## config.mk

```make
export PLATFORM = sky130hd
export DESIGN_NAME = id_ex_stage
export DESIGN_NICKNAME = d
export VERILOG_FILES = /design/src/rtl/mips_pkg.sv /design/src/rtl/hazard_detect.sv /design/src/rtl/id_ex_stage.sv
export SDC_FILE = /design/constraint.sdc
export NUM_CORES = 1
export LEC_CHECK = 0
export ABC_AREA = 1
export CAP_MARGIN = 20
export CORE_UTILIZATION = 35
export DETAILED_ROUTE_END_ITERATION = 6
export PLACE_DENSITY = 0.74
export SLEW_MARGIN = 40
export SYNTH_ARGS = -nofsm -noshare
export SYNTH_HDL_FRONTEND = slang
export SYNTH_HIERARCHICAL = 1
export SYNTH_SLANG_ARGS = --single-unit
```

## constraint.sdc

```tcl
create_clock -name clk -period 6.5 [get_ports clk]
set_clock_uncertainty 0.2 [all_clocks]
set_input_delay 1.625 -clock clk [delete_from_list [all_inputs] [get_ports clk]]
set_output_delay 1.625 -clock clk [all_outputs]
set_load 0.01 [all_outputs]
```

## src/rtl/mips_pkg.sv

```systemverilog
// Shared widths, control-bit positions and opcodes for the 5-stage MIPS datapath.
package mips_pkg;

  localparam int WB_W = 2;
  localparam int M_W  = 3;
  localparam int EX_W = 4;

  localparam int WB_REGWRITE = 1;
  localparam int WB_MEMTOREG = 0;

  localparam int M_BRANCH   = 2;
  localparam int M_MEMREAD  = 1;
  localparam int M_MEMWRITE = 0;

  localparam int EX_REGDST   = 3;
  localparam int EX_ALUOP_HI = 2;
  localparam int EX_ALUOP_LO = 1;
  localparam int EX_ALUSRC   = 0;

  typedef enum logic [5:0] {
    OP_RTYPE = 6'h00,
    OP_LW    = 6'h23,
    OP_SW    = 6'h2B,
    OP_BEQ   = 6'h04
  } opcode_t;

  typedef struct packed {
    logic [WB_W-1:0] wb;
    logic [M_W-1:0]  m;
    logic [EX_W-1:0] ex;
  } ctrl_t;

endpackage

```

## src/rtl/hazard_detect.sv

```systemverilog
// Load-use hazard detection between the load sitting in ID/EX and the instruction in IF/ID.
module hazard_detect
  import mips_pkg::*;
#(
  parameter int REG_W = 5
) (
  input  logic             ex_valid,
  input  logic             ex_memread,
  input  logic [REG_W-1:0] ex_rt,
  input  logic             id_valid,
  input  logic [REG_W-1:0] id_rs,
  input  logic [REG_W-1:0] id_rt,
  input  logic             flush,
  output logic             hazard,
  output logic             stall
);

  logic load_dest;
  logic src_match;

  // Both source fields are compared regardless of opcode; a spurious stall is harmless.
  assign load_dest = ex_valid & ex_memread & (ex_rt != '0);
  assign src_match = (ex_rt == id_rs) | (ex_rt == id_rt);
  assign hazard    = load_dest & id_valid & src_match;

  // The IF/ID instruction is discarded on a flush, so there is nothing to stall for.
  assign stall = hazard & ~flush;

endmodule

```

## src/rtl/id_ex_stage.sv

```systemverilog
// ID/EX pipeline register with load-use bubble insertion, branch squash and
// saturating stall/flush event counters.
module id_ex_stage
  import mips_pkg::*;
#(
  parameter int DATA_W = 32,
  parameter int REG_W  = 5,
  parameter int CNT_W  = 16
) (
  input  logic              clk,
  input  logic              reset,
  input  logic              flush,
  input  logic              id_valid,
  input  logic [WB_W-1:0]   wb_in,
  input  logic [M_W-1:0]    m_in,
  input  logic [EX_W-1:0]   ex_in,
  input  logic [DATA_W-1:0] pc4_in,
  input  logic [DATA_W-1:0] rdata1_in,
  input  logic [DATA_W-1:0] rdata2_in,
  input  logic [DATA_W-1:0] imm_in,
  input  logic [REG_W-1:0]  rs_in,
  input  logic [REG_W-1:0]  rt_in,
  input  logic [REG_W-1:0]  rd_in,
  input  logic              cnt_clr,
  output logic [WB_W-1:0]   wb_out,
  output logic [M_W-1:0]    m_out,
  output logic [EX_W-1:0]   ex_out,
  output logic [DATA_W-1:0] pc4_out,
  output logic [DATA_W-1:0] rdata1_out,
  output logic [DATA_W-1:0] rdata2_out,
  output logic [DATA_W-1:0] imm_out,
  output logic [REG_W-1:0]  rs_out,
  output logic [REG_W-1:0]  rt_out,
  output logic [REG_W-1:0]  rd_out,
  output logic              valid_out,
  output logic              stall,
  output logic              pc_write_en,
  output logic              ifid_write_en,
  output logic [CNT_W-1:0]  stall_cnt,
  output logic [CNT_W-1:0]  flush_cnt
);

  logic hazard;
  logic kill_ctrl;

  hazard_detect #(
    .REG_W(REG_W)
  ) u_hazard (
    .ex_valid   (valid_out),
    .ex_memread (m_out[M_MEMREAD]),
    .ex_rt      (rt_out),
    .id_valid   (id_valid),
    .id_rs      (rs_in),
    .id_rt      (rt_in),
    .flush      (flush),
    .hazard     (hazard),
    .stall      (stall)
  );

  assign pc_write_en   = ~stall;
  assign ifid_write_en = ~stall;

  // Flush, bubble and an empty IF/ID all turn the entering slot into a no-op.
  assign kill_ctrl = flush | stall | ~id_valid;

  always_ff @(posedge clk or posedge reset) begin
    if (reset) begin
      wb_out     <= '0;
      m_out      <= '0;
      ex_out     <= '0;
      valid_out  <= 1'b0;
      pc4_out    <= '0;
      rdata1_out <= '0;
      rdata2_out <= '0;
      imm_out    <= '0;
      rs_out     <= '0;
      rt_out     <= '0;
      rd_out     <= '0;
    end else begin
      if (kill_ctrl) begin
        wb_out <= '0;
        m_out  <= '0;
        ex_out <= '0;
      end else begin
        wb_out <= wb_in;
        m_out  <= m_in;
        ex_out <= ex_in;
      end
      valid_out  <= id_valid & ~flush & ~stall;
      pc4_out    <= pc4_in;
      rdata1_out <= rdata1_in;
      rdata2_out <= rdata2_in;
      imm_out    <= imm_in;
      rs_out     <= rs_in;
      rt_out     <= rt_in;
      rd_out     <= rd_in;
    end
  end

  always_ff @(posedge clk or posedge reset) begin
    if (reset) begin
      stall_cnt <= '0;
      flush_cnt <= '0;
    end else if (cnt_clr) begin
      stall_cnt <= '0;
      flush_cnt <= '0;
    end else begin
      if (stall && !(&stall_cnt)) stall_cnt <= stall_cnt + 1'b1;
      if (flush && !(&flush_cnt)) flush_cnt <= flush_cnt + 1'b1;
    end
  end

endmodule

```

==> qor.txt <==
Number of buffers added on ports: 344
P_sw: 0.615 mW
Share of cells above drive strength 1: 6.70%
Total Power: 2.55 mW
Total track usage: 21.4%
Startpoint types: primary input
Vias: 5,114
HPWL after DPL: 14.6 mm
Max-slew headroom: 57.9%
CP Cell Sequence: clkdlybuf4s50_1, nand2_1, inv_1, nor2_1, nor2_1, nand3_1, nand2_1, nand2_2, nor2_2, inv_1, clkdlybuf4s50_1
CTS root buf: clkbuf_16
Max clock buf depth: 2
Clk pwr share: 41.3%
Final worst path period share: 81.8%
DP Cell Count: 1,118
DR pass1 iterations: 4
RSZ-0062 raised after global routing: false
Sw Ratio: 24.2%
Starting DRT DRC Count: 214
CTS Sinks: 185
Hold_ws: 0.364 ns
Min-delay src: stall_cnt[4]
WHS Path Cells: 2
CTS hold repair buffers: 0
Fillers: 1,392
Detail Route Antenna Nets: 0
Wirelength, routed: 19.0 mm
Worst reg-to-reg path cell count: 13
Area growth, synth to finish: 68.5%
Hold/Removal Path Class: register to register
Avg Inst Size Synth: 11.4 µm²
Vias in the first global route: 5,128
Setup ws final: 1.18 ns
Setup bufs post-CTS: 0
Die Y: 136 µm
IO Pins: 345
Req. time, crit path: 4.68 ns
Place WS: 1.15 ns
Worst path max stage delay: 0.51 ns
Avg WL per Cell: 16.5 µm
Combinational Power Share: 10.9%
Max cap viols: 0
First-pass GRT wire length: 28.6 mm
Final hold vios: 0
Gpl congestion: 0.833
Max VDD drop: 168 µV
Hold Path End: stall_cnt[4]
Final setup violation count: 0
Global route overflow: 0
Setup_tns: 0 ns
Crit. End Element: output pin
Initial antenna violation count: 0
PostCTS Resize Cnt: 0
CTS tree: done
CP Class: primary input to output pin
R2R Path Start: rt_out[0]
Crit path time final: 5.32 ns
Full die area: 18,600 µm²
Depth of the CTS H-tree: 4
FF+latch area: 4630 µm²
Fmax: 188 MHz
Post-Syn Area: 6330 µm²
Synth Net Count: 712
R2r setup slk: 4.23 ns
CTS clock-pin slew for the worst setup and hold paths: 0.07 ns
Diode count: 0
Core box area: 17,500 µm²
Die width: 136 µm
DR DRC count: 0
CP Max Fanout: 4
Number of core rows: 48
Top Family by Delay on Critical Path: buffers and inverters
Pint: 1.93 mW
Worst r2r dst: stall_cnt[3]
Fin nets: 1,071
Synth warnings: 6
Pleak: 4.74 nW
Worst skew pair latency: 0.43 ns
Num CTS Buffers: 17
Fin cells: 1,150
Largest net degree at the start of global routing: 95
PwrDens: 239 nW/µm²
Crit path buffers/inverters: 4
Slew Viols, Final: 0
Vias per cell: 4.45
Status: completed
Worst slew pin tran: 0.632 ns
WP data arrival: 3.49 ns
Synth Instances: 553
Multi-input logic area: 1420 µm²
Sequential power share: 47.7%
Starting density of the core: 36.2%
Slowest cell on crit path: clkdlybuf4s50_1
-- cell usage in the layout (no fill, tap or decap), drive strengths merged --
cell type,instances
clkdlybuf4s50,344
dfrtp,185
nand2,135
inv,66
nor2,61
nand3,57
clkbuf,18
o21ai,15
xor2,11
nand3b,8
nand4,7
clkinvlp,4
clkinv,4
buf,3
o21bai,2
ha,2
xnor2,2
bufinv,1
-- registers in the layout, indices dropped and copies added (netlist names) --
| signal | count |
|---|---|
| stall_cnt | 16 |
| flush_cnt | 16 |
| rt_out | 5 |
| valid_out | 1 |
| pc4_out | 32 |
| rdata1_out | 32 |
| ex_out | 4 |
| rdata2_out | 32 |
| rs_out | 5 |
| rd_out | 5 |
| m_out | 3 |
| imm_out | 32 |
| wb_out | 2 |
-- power by group through the flow --
stage / clock network, mW / registers (mW) / logic [mW]
CTS: 1.08 / 1.22 / 0.284
detailed placement: 0 / 1.24 / 0.282
global placement: 0 / 1.24 / 0.280
global route: 1.12 / 1.22 / 0.298
floorplan: 0 / 1.26 / 0.0375
finish: 1.05 / 1.22 / 0.279
-- worst reg2reg max path, delay by kind of cell (launching register included) --
family | cells | cell delay [ns]
buf+inv | 2 | 0.22
flops | 1 | 0.48
simple gates | 11 | 1.28
-- per-layer routing --
metal | part of all wire, % | track usage (%) | up-vias | wire (µm)
met5 | 0 | 0 | - | 0
li1 | - | - | 2446 | -
met1 | 38 | 24.2 | 2433 | 7190
met4 | 2.2 | 8.58 | 0 | 425
met2 | 51 | 36.3 | 207 | 9730
met3 | 8.7 | 7.93 | 28 | 1660
-- metrics by stage --
| stage | util (%) | area, µm² |
|---|---|---|
| floorplan | - | 6330 |
| detailed placement | 57.5 | 10000 |
| finish | 61.0 | 10700 |
| global placement | 57.5 | 10000 |
| CTS | 61.0 | 10700 |
| global route | 61.0 | 10700 |
-- worst max-delay path by stage --
stage,startpoint,end,slack (ns),depth (start not counted)
floorplan,rt_in[4],pc_write_en,2.16,10
global placement,rs_in[0],ifid_write_en,1.22,11
detailed placement,rt_in[0],ifid_write_en,1.15,11
CTS,rt_in[0],ifid_write_en,1.14,11
global route,rt_in[4],ifid_write_en,0.98,11
finish,rt_in[0],ifid_write_en,1.18,11
-- cell type report --
type / count / share of cell area [%]
well taps: 225 / 2.64
clock buffers: 18 / 4.12
flip-flops and latches: 185 / 43.4
clock inverters: 14 / 1.67
multi-input cells: 300 / 13.3
repair buffers: 347 / 32.6
inverters: 61 / 2.18
No activity file was read; power rests on OpenSTA's default activity.
